===== src/rtl/nip_window_assembler_pkg.sv =====
// rtl/nip_window_assembler_pkg.sv - default geometry, derived widths and FSM encoding for the window assembler
package nip_window_assembler_pkg;

  localparam int K_DEF         = 3;
  localparam int PW_DEF        = 8;
  localparam int IMG_W_DEF     = 16;
  localparam int IMG_H_DEF     = 16;
  localparam int OUT_DEPTH_DEF = 4;

  function automatic int width_of(input int n);
    return (n > 1) ? $clog2(n) : 1;
  endfunction

  localparam int XW_DEF = width_of(IMG_W_DEF);
  localparam int YW_DEF = width_of(IMG_H_DEF);
  localparam int AW_DEF = width_of(OUT_DEPTH_DEF);

  typedef enum logic [1:0] {
    ST_IDLE  = 2'd0,
    ST_FILL  = 2'd1,
    ST_RUN   = 2'd2,
    ST_DRAIN = 2'd3
  } state_e;

endpackage


===== src/rtl/nip_window_assembler_if.sv =====
// rtl/nip_window_assembler_if.sv - column input stream and window output stream of the assembler
interface nip_window_assembler_if #(
  parameter int K  = 3,
  parameter int PW = 8,
  parameter int XW = 4,
  parameter int YW = 4
) ();

  logic                col_valid;
  logic [K*PW-1:0]     col_in;
  logic                win_valid;
  logic                win_ready;
  logic [K*K*PW-1:0]   win_out;
  logic [XW-1:0]       win_x;
  logic [YW-1:0]       win_y;

  modport master (
    output col_valid, col_in, win_ready,
    input  win_valid, win_out, win_x, win_y
  );

  modport slave (
    input  col_valid, col_in, win_ready,
    output win_valid, win_out, win_x, win_y
  );

endinterface


===== src/rtl/nip_win_fifo.sv =====
// rtl/nip_win_fifo.sv - synchronous FIFO; a push into a full FIFO is taken when a pop happens in the same cycle
module nip_win_fifo #(
  parameter int WIDTH = 8,
  parameter int DEPTH = 4
) (
  input  logic             clk,
  input  logic             rst_n,
  input  logic             flush_i,
  input  logic             push_i,
  input  logic [WIDTH-1:0] wdata_i,
  input  logic             pop_i,
  output logic [WIDTH-1:0] rdata_o,
  output logic             full_o,
  output logic             empty_o,
  output logic [$clog2(DEPTH):0] count_o
);

  localparam int AW = $clog2(DEPTH);

  logic [AW:0]      wptr_q, wptr_d;
  logic [AW:0]      rptr_q, rptr_d;
  logic [WIDTH-1:0] mem_q [DEPTH];
  logic             do_push, do_pop;

  assign empty_o = (wptr_q == rptr_q);
  assign full_o  = (wptr_q[AW] != rptr_q[AW]) && (wptr_q[AW-1:0] == rptr_q[AW-1:0]);
  assign count_o = wptr_q - rptr_q;
  assign rdata_o = mem_q[rptr_q[AW-1:0]];

  assign do_pop  = pop_i && !empty_o;
  assign do_push = push_i && (!full_o || do_pop);

  always_comb begin
    wptr_d = wptr_q;
    rptr_d = rptr_q;
    if (flush_i) begin
      wptr_d = '0;
      rptr_d = '0;
    end else begin
      if (do_push) wptr_d = wptr_q + (AW+1)'(1);
      if (do_pop)  rptr_d = rptr_q + (AW+1)'(1);
    end
  end

  always_ff @(posedge clk or negedge rst_n) begin
    if (!rst_n) begin
      wptr_q <= '0;
      rptr_q <= '0;
      for (int i = 0; i < DEPTH; i++) mem_q[i] <= '0;
    end else begin
      wptr_q <= wptr_d;
      rptr_q <= rptr_d;
      if (do_push && !flush_i) mem_q[wptr_q[AW-1:0]] <= wdata_i;
    end
  end

endmodule


===== src/rtl/nip_window_assembler.sv =====
// rtl/nip_window_assembler.sv - builds KxK windows from a column stream, one band at a time.
// NIP_WIN_COORD_EN stores win_x/win_y with each buffered window; otherwise they read 0.
module nip_window_assembler
  import nip_window_assembler_pkg::*;
#(
  parameter int K         = K_DEF,
  parameter int PW        = PW_DEF,
  parameter int IMG_W     = IMG_W_DEF,
  parameter int IMG_H     = IMG_H_DEF,
  parameter int OUT_DEPTH = OUT_DEPTH_DEF
) (
  input  logic                     clk,
  input  logic                     rst_n,
  input  logic                     frame_start,
  nip_window_assembler_if.slave    bus,
  output logic                     busy,
  output logic                     frame_done,
  output logic                     overflow
);

  localparam int XW = width_of(IMG_W);
  localparam int YW = width_of(IMG_H);
  localparam int AW = $clog2(OUT_DEPTH);
  localparam int CW = K * PW;
  localparam int WW = K * K * PW;
`ifdef NIP_WIN_COORD_EN
  localparam int FW = WW + XW + YW;
`else
  localparam int FW = WW;
`endif

  state_e                state_q, state_d;
  logic [XW-1:0]         col_cnt_q, col_cnt_d;
  logic [YW-1:0]         band_cnt_q, band_cnt_d;
  logic [(K-1)*CW-1:0]   hist_q, hist_d;
  logic                  overflow_q, overflow_d;

  logic [WW-1:0]         window;
  logic [FW-1:0]         fifo_wdata, fifo_rdata;
  logic                  fifo_full, fifo_empty;
  logic [AW:0]           fifo_count;
  logic                  push, pop, drop, col_step;
  logic                  col_last, band_last, fill_last, last_pop;

  // History holds column 0 in the low bits, so appending col_in yields the window layout directly.
  assign window    = {bus.col_in, hist_q};
  assign col_last  = (col_cnt_q == XW'(IMG_W - 1));
  assign band_last = (band_cnt_q == YW'(IMG_H - K));
  assign fill_last = (col_cnt_q == XW'(K - 2));
  assign pop       = !fifo_empty && bus.win_ready;
  assign last_pop  = pop && (fifo_count == (AW+1)'(1));

  always_ff @(posedge clk or negedge rst_n) begin
    if (!rst_n) state_q <= ST_IDLE;
    else        state_q <= state_d;
  end

  always_comb begin
    state_d = state_q;
    if (frame_start) begin
      state_d = ST_FILL;
    end else begin
      case (state_q)
        ST_IDLE:  state_d = ST_IDLE;
        ST_FILL:  if (bus.col_valid && fill_last) state_d = ST_RUN;
        ST_RUN:   if (bus.col_valid && col_last) state_d = band_last ? ST_DRAIN : ST_FILL;
        ST_DRAIN: if (fifo_empty || last_pop) state_d = ST_IDLE;
        default:  state_d = ST_IDLE;
      endcase
    end
  end

  always_comb begin
    busy       = (state_q != ST_IDLE);
    col_step   = bus.col_valid && !frame_start && (state_q == ST_FILL || state_q == ST_RUN);
    push       = bus.col_valid && !frame_start && (state_q == ST_RUN);
    drop       = push && fifo_full && !pop;
    frame_done = (state_q == ST_DRAIN) && last_pop && !frame_start;
  end

  always_comb begin
    col_cnt_d  = col_cnt_q;
    band_cnt_d = band_cnt_q;
    hist_d     = hist_q;
    overflow_d = overflow_q;
    if (frame_start) begin
      col_cnt_d  = '0;
      band_cnt_d = '0;
      hist_d     = '0;
      overflow_d = 1'b0;
    end else begin
      if (col_step) begin
        hist_d = window[WW-1:CW];
        if (col_last) begin
          col_cnt_d  = '0;
          band_cnt_d = band_last ? '0 : band_cnt_q + YW'(1);
        end else begin
          col_cnt_d = col_cnt_q + XW'(1);
        end
      end
      if (drop) overflow_d = 1'b1;
    end
  end

  always_ff @(posedge clk or negedge rst_n) begin
    if (!rst_n) begin
      col_cnt_q  <= '0;
      band_cnt_q <= '0;
      hist_q     <= '0;
      overflow_q <= 1'b0;
    end else begin
      col_cnt_q  <= col_cnt_d;
      band_cnt_q <= band_cnt_d;
      hist_q     <= hist_d;
      overflow_q <= overflow_d;
    end
  end

`ifdef NIP_WIN_COORD_EN
  assign fifo_wdata = {band_cnt_q, col_cnt_q, window};
  assign bus.win_x  = fifo_rdata[WW +: XW];
  assign bus.win_y  = fifo_rdata[WW+XW +: YW];
`else
  assign fifo_wdata = window;
  assign bus.win_x  = '0;
  assign bus.win_y  = '0;
`endif

  assign bus.win_valid = !fifo_empty;
  assign bus.win_out   = fifo_rdata[WW-1:0];
  assign overflow      = overflow_q;

  nip_win_fifo #(
    .WIDTH (FW),
    .DEPTH (OUT_DEPTH)
  ) u_fifo (
    .clk     (clk),
    .rst_n   (rst_n),
    .flush_i (frame_start),
    .push_i  (push),
    .wdata_i (fifo_wdata),
    .pop_i   (pop),
    .rdata_o (fifo_rdata),
    .full_o  (fifo_full),
    .empty_o (fifo_empty),
    .count_o (fifo_count)
  );

endmodule

===== src/flat_wrapper.sv =====
// flat-port wrapper written by rule: the top's interface ports become plain ports
module nip_window_assembler_flat import nip_window_assembler_pkg::*;
#(
  parameter int K         = K_DEF,
  parameter int PW        = PW_DEF,
  parameter int IMG_W     = IMG_W_DEF,
  parameter int IMG_H     = IMG_H_DEF,
  parameter int OUT_DEPTH = OUT_DEPTH_DEF
)
  (clk, rst_n, frame_start, busy, frame_done, overflow, bus_col_valid, bus_col_in, bus_win_ready, bus_win_valid, bus_win_out, bus_win_x, bus_win_y);
  nip_window_assembler_if #(.K(K), .PW(PW)) bus_i ();
  input  logic clk;
  input  logic rst_n;
  input  logic frame_start;
  output logic busy;
  output logic frame_done;
  output logic overflow;
  input wire logic [$bits(bus_i.col_valid)-1:0] bus_col_valid;
  input wire logic [$bits(bus_i.col_in)-1:0] bus_col_in;
  input wire logic [$bits(bus_i.win_ready)-1:0] bus_win_ready;
  output wire logic [$bits(bus_i.win_valid)-1:0] bus_win_valid;
  output wire logic [$bits(bus_i.win_out)-1:0] bus_win_out;
  output wire logic [$bits(bus_i.win_x)-1:0] bus_win_x;
  output wire logic [$bits(bus_i.win_y)-1:0] bus_win_y;
  assign bus_i.col_valid = bus_col_valid;
  assign bus_i.col_in = bus_col_in;
  assign bus_i.win_ready = bus_win_ready;
  assign bus_win_valid = bus_i.win_valid;
  assign bus_win_out = bus_i.win_out;
  assign bus_win_x = bus_i.win_x;
  assign bus_win_y = bus_i.win_y;
  nip_window_assembler #(.K(K), .PW(PW), .IMG_W(IMG_W), .IMG_H(IMG_H), .OUT_DEPTH(OUT_DEPTH)) u_core (.clk(clk), .rst_n(rst_n), .frame_start(frame_start), .bus(bus_i), .busy(busy), .frame_done(frame_done), .overflow(overflow));
endmodule

===== config.mk =====
export PLATFORM = sky130hd
export DESIGN_NAME = nip_window_assembler_flat
export DESIGN_NICKNAME = d
export VERILOG_FILES = /design/src/rtl/nip_window_assembler_pkg.sv /design/src/rtl/nip_window_assembler_if.sv /design/src/rtl/nip_win_fifo.sv /design/src/rtl/nip_window_assembler.sv /design/src/flat_wrapper.sv
export SDC_FILE = /design/constraint.sdc
export NUM_CORES = 1
export LEC_CHECK = 0
export ABC_AREA = 1
export BUFFER_PORTS_ARGS = -buffer_cell sky130_fd_sc_hd__buf_2
export CORE_UTILIZATION = 30
export DETAILED_ROUTE_END_ITERATION = 10
export SYNTH_ARGS = -nofsm -noshare
export SYNTH_HDL_FRONTEND = slang
export SYNTH_SLANG_ARGS = --single-unit

===== constraint.sdc =====
create_clock -name clk -period 2.9 [get_ports clk]
set_input_delay 0.145 -clock clk [delete_from_list [all_inputs] [get_ports clk]]
set_output_delay 0.145 -clock clk [all_outputs]
set_load 0.05 [all_outputs]

==> summary.txt, run 1 <==
Setup path
  – Last element of the critical path: frame_done
  – Worst reg2reg path depth: 10
  – Critical Path Source: u_core.u_fifo.wptr_q[0]
  – Family with the most delay on the worst path: adder cells
  – Worst flop-to-flop path startpoint: u_core.u_fifo.wptr_q[0]
  – Flop-to-flop setup slack: 0.64 ns
  – Cell-by-cell listing of the critical path: inv_1, ha_1, fa_1, inv_1, nor2_1, nand3_1, nor4_4, buf_2
  – CP Depth: 8
  – Capture point of the worst reg-to-reg path: u_core.u_fifo.mem_q[242]
  – Critical Path RT: 2.76 ns
  – Most frequent CP cell: sky130_fd_sc_hd__inv_1
  – Critical path data arrival time: 2.56 ns
  – Maximum fanout encountered on the critical timing path: 5
  – Startpoint types: register
  – Master of the slowest instance on the critical path: sky130_fd_sc_hd__fa_1
  – Capturing element type of the critical path: output pin
  – Crit path buf inv count: 3
  – Crit path largest cell delay: 0.53 ns
  – Worst setup path category: reg -> out

CTS
  – Source-to-sink clock delay at the later pin of the worst-skew pair: 0.53 ns
  – Count of buffers added by post-CTS timing repair for setup: 0
  – Clock root buffer: sky130_fd_sc_hd__clkbuf_16
  – Num Clock Sinks: between 300 and 400
  – Clock Path Buffers: 3
  – CTS tree: yes
  – Total CTS buffers: 39
  – H-Tree Level Count: 2
  – Clock-pin transition on the worst setup and hold timing paths: 0.06 ns

Power
  – Leakage Power: 7.90 nW
  – Max VDD drop: 657 uV
  – Power per cell area: 1060 mW/mm^2
  – PnR Total Power: 19.4 mW

Die
  – Initial core utilization: about 30%
  – Number of rows created at floorplan: 83
  – Die height: 232 um
  – Floorplan die width: ~230 um
  – Die outline area: approximately 0.054 mm^2
  – Number of ports placed on the die boundary: 113
  – Area of the core region: 0.0517 mm^2

GRT
  – Number of global-route vias before repair: 11,700
  – Maximum number of pins on one net before global-route repair: 113
  – GRT Residual Overflow: 0
  – Wire length of the first global-routing pass: 67,300 um
  – Number of antenna violations at the first check in global routing: 0
  – Combined global-route utilization of all metal layers: between 15 and 20%

Timing
  – Skew final: 0.0118 ns
  – Fmax achieved: 370 MHz
  – RSZ-0062 raised after global routing: false
  – Max-slew violation count: 0
  – Final period util: 93.3%
  – Transition time at the pin with the least slew margin: 0.872 ns
  – Max-Slew Margin vs Limit: 41.9%
  – Sum Neg Setup Slack: 0 ns
  – Final setup violation count: 0
  – Final-report hold violation count: 0
  – Post-Route Hold Slack: roughly 0.026 ns
  – Clock period minus final worst setup slack: 2.70 ns

Final layout
  – Share of cells above drive strength 1: 11.6%
  – Number of diodes: 0
  – Syn-to-layout area delta: 15.9%
  – Number of nets in the final layout: 1,768

Logic synthesis
  – Most common library cells after synthesis: 353 x sky130_fd_sc_hd__dfrtp_1, 312 x sky130_fd_sc_hd__nand2_1, 289 x sky130_fd_sc_hd__o21a_1
  – Register bit total from synthesis: ~350
  – Warning count from the yosys run: 0
  – Area share of the leading cell type in the synthesized netlist: 55.9%
  – Part of the Yosys area used for sequential elements: a little under three fifths
  – Number of flops mapped to enable cells by yosys: 0
  – Number of instances in the synthesized netlist: 1,669
  – Most common cell in the netlist: sky130_fd_sc_hd__dfrtp_1
  – Cell type contributing the most total cell area after synthesis: sky130_fd_sc_hd__dfrtp_1
  – Synth area leaders: sky130_fd_sc_hd__dfrtp_1 56%, sky130_fd_sc_hd__o21a_1 14%, sky130_fd_sc_hd__nand2_1 7.4%
  – Avg Inst Size Synth: 9.47 um^2
  – Fraction of synthesis flops using an asynchronous set or reset pin: between 90% and 100%
  – Number of distinct library cells after synthesis: 29
  – Area of the mapped netlist: 0.0158 mm^2
  – Most frequently used flop master after synthesis: sky130_fd_sc_hd__dfrtp_1

Route
  – Wire length on met3: 1810 um
  – Initial DRC Count: ~820
  – Drt drc: 0
  – Antenna violation net count after detailed routing: 0
  – Uppermost metal layer occupied by signal nets: met4
  – Per-cell via count in the routed design: 4.97
  – Post-route met1 wirelength: between 15,000 and 20,000 um
  – Per-cell routed wire length: 17.7 um
  – Number of vias after detailed routing: ~12,000
  – DR WL met2: 20,400 um
  – Wire length after detailed routing: around 43,000 um
  – Total iterations of the first detailed-routing run: 5

Place
  – Buffers on Ports: approximately 100
  – RD Place Congestion: between 0.7 and 0.8
  – Final HPWL DP: between 20,000 and 30,000 um

Worst hold path
  – Min-delay worst type: in -> reg
  – Cell depth of the worst hold path: 3

Run status
  – Result of the run: finished clean

Run
  – Number of max-cap violations: 0
## worst register-to-register path, stage by stage (launching register included)
cell	delay, ns
sky130_fd_sc_hd__dfrtp_1	0.40
sky130_fd_sc_hd__inv_1	0.12
sky130_fd_sc_hd__ha_1	0.33
sky130_fd_sc_hd__nand2_1	0.09
sky130_fd_sc_hd__nor2_1	0.05
sky130_fd_sc_hd__nand2_1	0.10
sky130_fd_sc_hd__nand2_2	0.15
sky130_fd_sc_hd__nor2_4	0.15
sky130_fd_sc_hd__buf_12	0.34
sky130_fd_sc_hd__nand2_1	0.27
sky130_fd_sc_hd__o21a_1	0.13
## cells by family after synthesis
logic type,synth area share [%]
flip-flops,55.9
XOR/XNOR,0.0554
other,0.0237
adder cells (fa/ha/maj),1.31
buffers and inverters,6.74
AO/OA/AOI/OAI,23.9
AND/OR/NAND/NOR,12.1
## sequential cells by signal, indices dropped and copies added (netlist names)
| name | cells |
|---|---|
| u_core.overflow | 1 |
| u_core.state_q | 2 |
| u_core.col_cnt_q | 4 |
| u_core.u_fifo.rptr_q | 3 |
| u_core.u_fifo.mem_q | 288 |
| u_core.band_cnt_q | 4 |
| u_core.hist_q | 48 |
| u_core.u_fifo.wptr_q | 3 |
## cell type report
type | count | area (um^2)
timing repair buffer | 135 | 963
tap | 680 | 851
inverter | 101 | 382
fill | 5256 | 33400
clock buffer | 54 | 1130
clock inverter | 13 | 193
multi-input combinational | 1093 | 5960
sequential | 353 | 8840
## power by group
group	switching (mW)	total (mW)	leakage [nW]	internal [mW]
combinational	5.30	7.40	2.71	2.10
sequential	0.651	6.85	4.53	6.20
clock	1.98	5.15	0.655	3.17
total	7.93	19.4	7.90	11.5
## per-stage QoR
step | util (%) | worst slack, ns | std cells | area, um^2
2_1_floorplan | - | 0.0419 | 1676 | 15800
3_3_place_gp | 32.8 | 0.734 | 2357 | 16900
3_5_place_dp | 32.8 | 0.725 | 2357 | 16900
4_1_cts | 35.4 | 0.166 | 2429 | 18300
5_1_grt | 35.4 | 0.0174 | 2429 | 18300
6_report | 35.4 | 0.196 | 2429 | 18300
## per-layer routing
layer	vias to the layer above	global-route usage (%)
li1	5697	-
met1	6038	21.6
met2	275	26.5
met3	54	2.56
met4	0	4.63
met5	-	0
## layout by cell type, fill, tap and decap left out, types with 6 or more instances in the layout
cell,synthesis,final
sky130_fd_sc_hd__clkbuf_1,53,7
sky130_fd_sc_hd__nor2_1,156,155
sky130_fd_sc_hd__nand3_1,14,13
sky130_fd_sc_hd__o21a_1,289,289
sky130_fd_sc_hd__o22ai_1,121,121
sky130_fd_sc_hd__buf_12,0,15
sky130_fd_sc_hd__dfrtp_1,353,351
sky130_fd_sc_hd__clkinv_2,0,7
sky130_fd_sc_hd__o21ai_0,155,155
sky130_fd_sc_hd__clkbuf_16,0,41
sky130_fd_sc_hd__nand2_1,312,312
sky130_fd_sc_hd__clkbuf_8,0,6
sky130_fd_sc_hd__ha_1,15,15
sky130_fd_sc_hd__inv_1,100,98
sky130_fd_sc_hd__buf_2,29,103
sky130_fd_sc_hd__buf_4,44,11
sky130_fd_sc_hd__conb_1,1,8
## what timing repair did
action	in CTS	in global routing
hold endpoints to repair	109	0
hold buffers	5	0
endpoints found under the setup margin	0	0
gates resized for setup	0	0
## worst min path at each step
| stage | from | endpoint | slack (ns) |
|---|---|---|---|
| after floorplan | rst_n | u_core.band_cnt_q[0] | -0.15 |
| after global placement | rst_n | u_core.band_cnt_q[0] | 0.27 |
| after detailed placement | rst_n | u_core.band_cnt_q[0] | 0.28 |
| after CTS | bus_col_in[15] | u_core.u_fifo.mem_q[279] | 0.004 |
| after global routing | bus_col_in[15] | u_core.hist_q[39] | 0.04 |
| final | bus_col_in[23] | u_core.hist_q[47] | 0.03 |
Power figures use the tool's default switching activity.
==> run 2, diff against run 1 <==
--- a/config.mk
+++ b/config.mk
@@ -7,8 +7,11 @@
 export LEC_CHECK = 0
 export ABC_AREA = 1
 export BUFFER_PORTS_ARGS = -buffer_cell sky130_fd_sc_hd__buf_2
+export CELL_PAD_IN_SITES_DETAIL_PLACEMENT = 1
+export CELL_PAD_IN_SITES_GLOBAL_PLACEMENT = 1
 export CORE_UTILIZATION = 30
 export DETAILED_ROUTE_END_ITERATION = 10
+export PLACE_DENSITY_LB_ADDON = 0.1
 export SYNTH_ARGS = -nofsm -noshare
 export SYNTH_HDL_FRONTEND = slang
 export SYNTH_SLANG_ARGS = --single-unit
==> run 2 against run 1 <==
- sequential cell count is the same
- die area is the same
- utilization grew 0.27 points
==> summary.txt, run 2 (same netlist as run 1, synthesis figures left out) <==
Route
  – Total iterations of the first detailed-routing run: 4 (-1)
  – Initial DRC Count: 532 (-35%)
  – Wire length after detailed routing: 48,800 um (+14%)
  – Number of vias after detailed routing: 12,300 (+1.8%)
  – Drt drc: 0 (unchanged)
  – Per-cell routed wire length: 20.0 um (+13%)
  – Per-cell via count in the routed design: 5.02 (+1.1%)
  – Antenna violation net count after detailed routing: 0 (unchanged)

CTS
  – Clock-pin transition on the worst setup and hold timing paths: 0.06 ns (about the same)
  – Clock root buffer: sky130_fd_sc_hd__clkbuf_16
  – Source-to-sink clock delay at the later pin of the worst-skew pair: 0.57 ns (+0.04 ns)
  – H-Tree Level Count: 2 (unchanged)
  – Num Clock Sinks: 353 (unchanged)
  – Total CTS buffers: 44 (+13%)
  – CTS tree: yes
  – Clock Path Buffers: 3 (unchanged)

Power
  – Clock Power Share: 27.1% (+0.6 points)
  – Combinational share of power: 37.8% (-0.4 points)
  – Net Switching: 8.07 mW (+1.7%)
  – Seq pwr share: 35.1% (-0.2 points)
  – Power per cell area: 1060 mW/mm^2 (+0.11%)
  – Max VDD drop: 503 uV (-23%)
  – Switching part of the total: 41.2% (+0.35 points)
  – Leakage Power: 7.97 nW (+0.87%)
  – Cell Int Power: 11.5 mW (+0.28%)

GRT
  – Number of global-route vias before repair: 12,700 (+8.2%)
  – Maximum number of pins on one net before global-route repair: 119 (+5.3%)
  – GRT Residual Overflow: 0 (unchanged)
  – Number of antenna violations at the first check in global routing: 0 (unchanged)
  – Wire length of the first global-routing pass: 76,300 um (+13%)
  – Combined global-route utilization of all metal layers: 18.5% (+2.5 points)

Final layout
  – Storage element area: 0.00884 mm^2 (unchanged)
  – Largest register FFs: 288 (unchanged)
  – Largest registers: u_core.u_fifo.mem_q x288, u_core.hist_q x48
  – Most common library cell in the layout ignoring fill and taps: sky130_fd_sc_hd__dfrtp_1
  – Area of the multi-input gates: 0.00596 mm^2 (unchanged)
  – Syn-to-layout area delta: 16.8%
  – Filler cells: 5,885 (+12%)
  – Top library cells by usage in the layout, fill and taps aside: 351 x sky130_fd_sc_hd__dfrtp_1, 312 x sky130_fd_sc_hd__nand2_1, 289 x sky130_fd_sc_hd__o21a_1, 155 x sky130_fd_sc_hd__nor2_1, 155 x sky130_fd_sc_hd__o21ai_0
  – Biggest register: u_core.u_fifo.mem_q
  – Share of cells above drive strength 1: 11.8% (+0.18 points)
  – Number of nets in the final layout: 1,782 (+0.79%)
  – Number of diodes: 0 (unchanged)
  – Fin area: 0.0185 mm^2 (+0.76%)
  – Util after Layout: 35.7% (+0.27 points)

Place
  – RD Place Congestion: 0.702 (-10%)
  – Final HPWL DP: 29,700 um (+10%)
  – Standard cell area after detailed placement: 0.0170 mm^2 (+0.13%)
  – Buffers on Ports: 104 (unchanged)

Die
  – Initial core utilization: 30.6% (unchanged)
  – Number of rows created at floorplan: 83 (unchanged)
  – Die height: 232 um (unchanged)
  – Die outline area: 0.0536 mm^2 (unchanged)
  – Number of ports placed on the die boundary: 113 (unchanged)
  – Floorplan die width: 232 um (unchanged)
  – Area of the core region: 0.0517 mm^2 (unchanged)

Run
  – Number of max-cap violations: 0 (unchanged)

Timing
  – Final setup violation count: 0 (unchanged)
  – Max-Slew Margin vs Limit: 42.4% (+0.58 points)
  – Max-slew violation count: 0 (unchanged)
  – Final-report hold violation count: 0 (unchanged)
  – RSZ-0062 raised after global routing: false
  – Sum Neg Setup Slack: 0 ns (unchanged)
  – Clock period minus final worst setup slack: 2.73 ns (+0.0288 ns)
  – Skew final: 0.0230 ns (+0.0112 ns)
  – Transition time at the pin with the least slew margin: 0.863 ns (-0.00875 ns)
  – Fmax achieved: 366 MHz (-1.1%)
  – Final period util: 94.2% (+0.99 points)

Setup path
  – Worst setup path category: reg -> out
  – Critical path data arrival time: 2.59 ns (+0.03 ns)
  – Critical Path RT: 2.76 ns (about the same)
  – Capturing element type of the critical path: output pin
  – Maximum fanout encountered on the critical timing path: 76 (+71)
  – Startpoint types: register

Worst hold path
  – Min-delay worst type: in -> reg

Run status
  – Result of the run: finished clean
[run 2: changes by cell type in the layout (fill, tap and decap cells not counted), sizes merged]
| cell | change |
|---|---|
| clkbuf | +13 |
| dlygate4sd3 | +6 |
| bufinv | -4 |
| buf | +3 |
| clkinv | -3 |
| clkinvlp | -1 |
| inv | +1 |
[run 2: repair_timing]
item | CTS | global route
endpoints found under the setup margin | 0 | 1
resized for setup | 0 | 1
hold buffers | 11 | 0
buffers inserted | 0 | 0
hold endpoints to repair | 91 | 0
[run 2: worst paths after layout]
| check | cells past startpoint | start | end | slack (ns) |
|---|---|---|---|---|
| min reg2reg | 1 | u_core.u_fifo.mem_q[161] | u_core.u_fifo.mem_q[161] | 0.48 |
| max in group asynchronous | 3 | rst_n | u_core.u_fifo.mem_q[40] | 1.86 |
| max | 4 | u_core.u_fifo.rptr_q[0] | bus_win_out[47] | 0.17 |
| max reg2reg | 9 | u_core.u_fifo.rptr_q[0] | u_core.u_fifo.mem_q[253] | 0.64 |
| min | 3 | bus_col_in[2] | u_core.hist_q[26] | 0.02 |
| min in group asynchronous | 2 | rst_n | u_core.u_fifo.mem_q[14] | 0.20 |
[run 2: routing by layer]
layer / share of wire (%) / track usage, % / up-vias / wire length, um
met5: 0 / 0 / - / 0
met4: 2.7 / 6.19 / 0 / 1330
met3: 3.0 / 2.87 / 61 / 1450
met2: 47 / 30.4 / 152 / 23100
met1: 47 / 24.9 / 6318 / 23000
li1: - / - / 5747 / -
[run 2: cell type report]
type	instances	area share, %
clock inverters	6	0.339
repair buffers	144	5.69
multi-input cells	1093	32.3
well taps	680	4.61
flip-flops and latches	353	47.9
inverters	101	2.07
clock buffers	67	7.14
[run 2: power groups by stage]
stage                     Sequential, mW  Combinational [mW]  Clock (mW)
after floorplan                     6.74                5.47           0
after global placement              6.90                7.45           0
after detailed placement            6.95                7.51           0
after CTS                           6.87                7.55        5.51
after global routing                7.02                7.96        5.70
final                               6.86                7.39        5.31
[run 2: worst max-delay path: stages, from the launching register on]
cell	delay, ns
sky130_fd_sc_hd__dfrtp_4	0.46
sky130_fd_sc_hd__buf_4	0.66
sky130_fd_sc_hd__o21ai_0	0.23
sky130_fd_sc_hd__o22ai_1	0.29
sky130_fd_sc_hd__buf_2	0.32
[run 2: through the flow]
stage | std cells | power [mW] | hold slack [ns] | setup slack, ns
floorplan | 1676 | 12.2 | -0.151 | 0.0419
global placement | 2360 | 14.3 | 0.211 | 0.683
detailed placement | 2360 | 14.5 | 0.214 | 0.647
CTS | 2444 | 19.9 | 0.0000238 | 0.0653
global route | 2444 | 20.7 | 0.0242 | 0.0109
finish | 2444 | 19.6 | 0.0234 | 0.167
==> run 3, diff against run 2 <==
--- a/config.mk
+++ b/config.mk
@@ -12,6 +12,7 @@
 export CORE_UTILIZATION = 30
 export DETAILED_ROUTE_END_ITERATION = 10
 export PLACE_DENSITY_LB_ADDON = 0.1
+export SETUP_SLACK_MARGIN = 0.2
 export SYNTH_ARGS = -nofsm -noshare
 export SYNTH_HDL_FRONTEND = slang
 export SYNTH_SLANG_ARGS = --single-unit
==> constraint.sdc (replaced) <==
create_clock -name clk -period 2.8 [get_ports clk]
set_input_delay 0.14 -clock clk [delete_from_list [all_inputs] [get_ports clk]]
set_output_delay 0.14 -clock clk [all_outputs]
set_load 0.05 [all_outputs]
==> run 3 against run 2 <==
- total power increased by 6.9%
- cell count increased by 0.74%
- worst hold slack improved by 0.0024 ns
- combinational power increased by 7.0%
- worst setup slack improved by 0.098 ns
- clock-buffer cell count decreased by 3
- sequential share of layout area decreased by 0.97 points
==> summary.txt, run 3 (same netlist as run 1, synthesis figures left out) <==
Place
  – RD Place Congestion: 0.706 (+0.50%)
  – Buffers on Ports: 104 (unchanged)
  – Final HPWL DP: 29,500 um (-0.43%)

Route
  – Antenna violation net count after detailed routing: 0 (unchanged)
  – Total iterations of the first detailed-routing run: 4 (unchanged)
  – Wire length after detailed routing: 49,800 um (+2.0%)
  – Number of vias after detailed routing: 12,300 (-0.22%)
  – Per-cell via count in the routed design: 4.98 (-0.95%)
  – Drt drc: 0 (unchanged)
  – Initial DRC Count: 482 (-9.4%)
  – Per-cell routed wire length: 20.2 um (+1.3%)

Die
  – Number of rows created at floorplan: 83 (unchanged)
  – Floorplan die width: 232 um (unchanged)
  – Die outline area: 0.0536 mm^2 (unchanged)
  – Die height: 232 um (unchanged)
  – Area of the core region: 0.0517 mm^2 (unchanged)
  – Number of ports placed on the die boundary: 113 (unchanged)
  – Initial core utilization: 30.6% (unchanged)

CTS
  – Clock-pin transition on the worst setup and hold timing paths: 0.06 ns (about the same)
  – Num Clock Sinks: 353 (unchanged)
  – CTS tree: yes
  – Clock root buffer: sky130_fd_sc_hd__clkbuf_16
  – Clock Path Buffers: 3 (unchanged)
  – Total CTS buffers: 45 (+2.3%)
  – H-Tree Level Count: 2 (unchanged)
  – Source-to-sink clock delay at the later pin of the worst-skew pair: 0.57 ns (about the same)

Timing
  – Sum Neg Setup Slack: 0 ns (unchanged)
  – Skew final: 0.0183 ns (-0.00466 ns)
  – Clock period minus final worst setup slack: around 2.5 ns
  – Final setup violation count: 0 (unchanged)
  – RSZ-0062 raised after global routing: true
  – Final-report hold violation count: 0 (unchanged)
  – Fmax achieved: 394 MHz
  – Final period util: 90.6%
  – Max-Slew Margin vs Limit: 45.4% (+3.0 points)
  – Transition time at the pin with the least slew margin: 0.819 ns (-0.0447 ns)
  – Max-slew violation count: 0 (unchanged)

GRT
  – GRT Residual Overflow: 0 (unchanged)
  – Combined global-route utilization of all metal layers: 19.0% (+0.49 points)
  – M2 GR Usage: 31.2% (+0.81 points)
  – Routing layer with the top usage in global route: met2
  – Maximum number of pins on one net before global-route repair: 113 (-5.0%)
  – Wire length of the first global-routing pass: 78,100 um (+2.3%)
  – Number of antenna violations at the first check in global routing: 0 (unchanged)
  – Met1 track utilization from global routing: 25.5% (+0.60 points)
  – Number of global-route vias before repair: 13,000 (+2.8%)
  – Met3 track demand over resource in global routing: 3.14% (+0.27 points)

Setup path
  – Critical Path RT: 2.66 ns (-0.10 ns)
  – Worst reg2reg path depth: 10 (+1)
  – Worst setup path category: reg -> out
  – Critical path data arrival time: 2.40 ns (-0.19 ns)
  – Maximum fanout encountered on the critical timing path: 59 (-22%)
  – Capturing element type of the critical path: output pin
  – Worst flop-to-flop path startpoint: u_core.u_fifo.rptr_q[1]
  – Flop-to-flop setup slack: 0.33 ns (-0.31 ns)
  – Capture point of the worst reg-to-reg path: u_core.u_fifo.mem_q[187]
  – Startpoint types: register

Final layout
  – Most common library cell in the layout ignoring fill and taps: sky130_fd_sc_hd__dfrtp_1
  – Syn-to-layout area delta: 19.2%
  – Number of nets in the final layout: 1,794 (+0.67%)
  – Largest register FFs: 288 (unchanged)
  – Biggest register: u_core.u_fifo.mem_q
  – Number of diodes: 0 (unchanged)
  – Share of cells above drive strength 1: 12.8% (+1.0 points)
  – Largest registers: u_core.u_fifo.mem_q x288, u_core.hist_q x48
  – Top library cells by usage in the layout, fill and taps aside: 351 x sky130_fd_sc_hd__dfrtp_1, 312 x sky130_fd_sc_hd__nand2_1, 289 x sky130_fd_sc_hd__o21a_1, 155 x sky130_fd_sc_hd__o21ai_0, 154 x sky130_fd_sc_hd__nor2_1

Power
  – Max VDD drop: 479 uV (-4.8%)
  – PnR Total Power: 20.9 mW (+6.9%)
  – Leakage Power: 8.12 nW (+2.0%)
  – Power per cell area: 1110 mW/mm^2 (+4.7%)

Worst hold path
  – Min-delay worst type: in -> reg
  – Worst Min Path Start: bus_col_in[0]
  – Worst-case hold path end point: u_core.hist_q[24]
  – Cell depth of the worst hold path: 3 (unchanged)

Run
  – Number of max-cap violations: 0 (unchanged)

Run status
  – Result of the run: finished clean
==> run 3: cell types whose count changed in the layout (fill, tap and decap cells not counted), moves of 4 or more <==
cell	before	now
sky130_fd_sc_hd__dlygate4sd3_1	11	19
sky130_fd_sc_hd__clkbuf_4	0	4
sky130_fd_sc_hd__clkinv_2	3	8
sky130_fd_sc_hd__bufinv_16	1	5
sky130_fd_sc_hd__o22ai_2	0	6
sky130_fd_sc_hd__o22ai_1	121	115
sky130_fd_sc_hd__buf_2	103	98
==> run 3: worst max-delay path, stage by stage, from the launching register on <==
cell and delay, ns:
sky130_fd_sc_hd__dfrtp_4 0.48, sky130_fd_sc_hd__buf_4 0.15, sky130_fd_sc_hd__inv_4 0.14, sky130_fd_sc_hd__buf_16 0.26
sky130_fd_sc_hd__o21ai_0 0.12, sky130_fd_sc_hd__o22ai_1 0.27, sky130_fd_sc_hd__buf_2 0.33
==> run 3: per-layer routing <==
metal | share of wire, % | vias up
met5 | 0 | -
met4 | 3.0 | 0
met3 | 3.2 | 70
met2 | 47 | 159
met1 | 47 | 6268
li1 | - | 5754
==> run 3: cell type report <==
cell class	instances	area [um^2]
Tap cell	680	851
Sequential cell	353	8840
Fill cell	5899	32900
Multi-Input combinational cell	1093	6020
Timing Repair Buffer	155	1260
Clock buffer	64	1280
Clock inverter	16	214
Inverter	101	382
==> run 3: how the worst max path moves through the flow <==
stage | from | endpoint | slack [ns]
final | u_core.u_fifo.rptr_q[0] | bus_win_out[52] | 0.26
after global routing | u_core.u_fifo.rptr_q[0] | frame_done | 0.15
after CTS | u_core.u_fifo.rptr_q[0] | frame_done | 0.12
after detailed placement | u_core.u_fifo.wptr_q[0] | u_core.u_fifo.mem_q[201] | 0.44
after global placement | u_core.u_fifo.wptr_q[0] | u_core.u_fifo.mem_q[187] | 0.51
after floorplan | u_core.u_fifo.rptr_q[1] | frame_done | 0.23
==> run 3: power by group <==
part	switching, mW	total, mW	internal [mW]
Sequential	0.683	7.10	6.42
Clock	2.27	5.89	3.62
Combinational	5.61	7.91	2.30
Total	8.56	20.9	12.3
==> run 3: per-stage QoR <==
stage	setup slack, ns	util [%]	hold slack [ns]	instances	area, um^2
finish	0.265	36.4	0.0258	2462	18800
global route	0.149	36.4	0.0210	2462	18800
CTS	0.122	36.3	0.00259	2461	18800
detailed placement	0.444	32.9	0.264	2359	17000
global placement	0.507	32.9	0.267	2359	17000
floorplan	0.234	-	-0.156	1676	15900
==> run 3: timing repair <==
action | in CTS | in global routing
hold endpoints to repair | 132 | 0
cloned | 0 | 1
hold buffers | 19 | 0
endpoints found under the setup margin | 3 | 13
setup buffers | 3 | 0
gates resized for setup | 7 | 11
pin swaps | 1 | 1
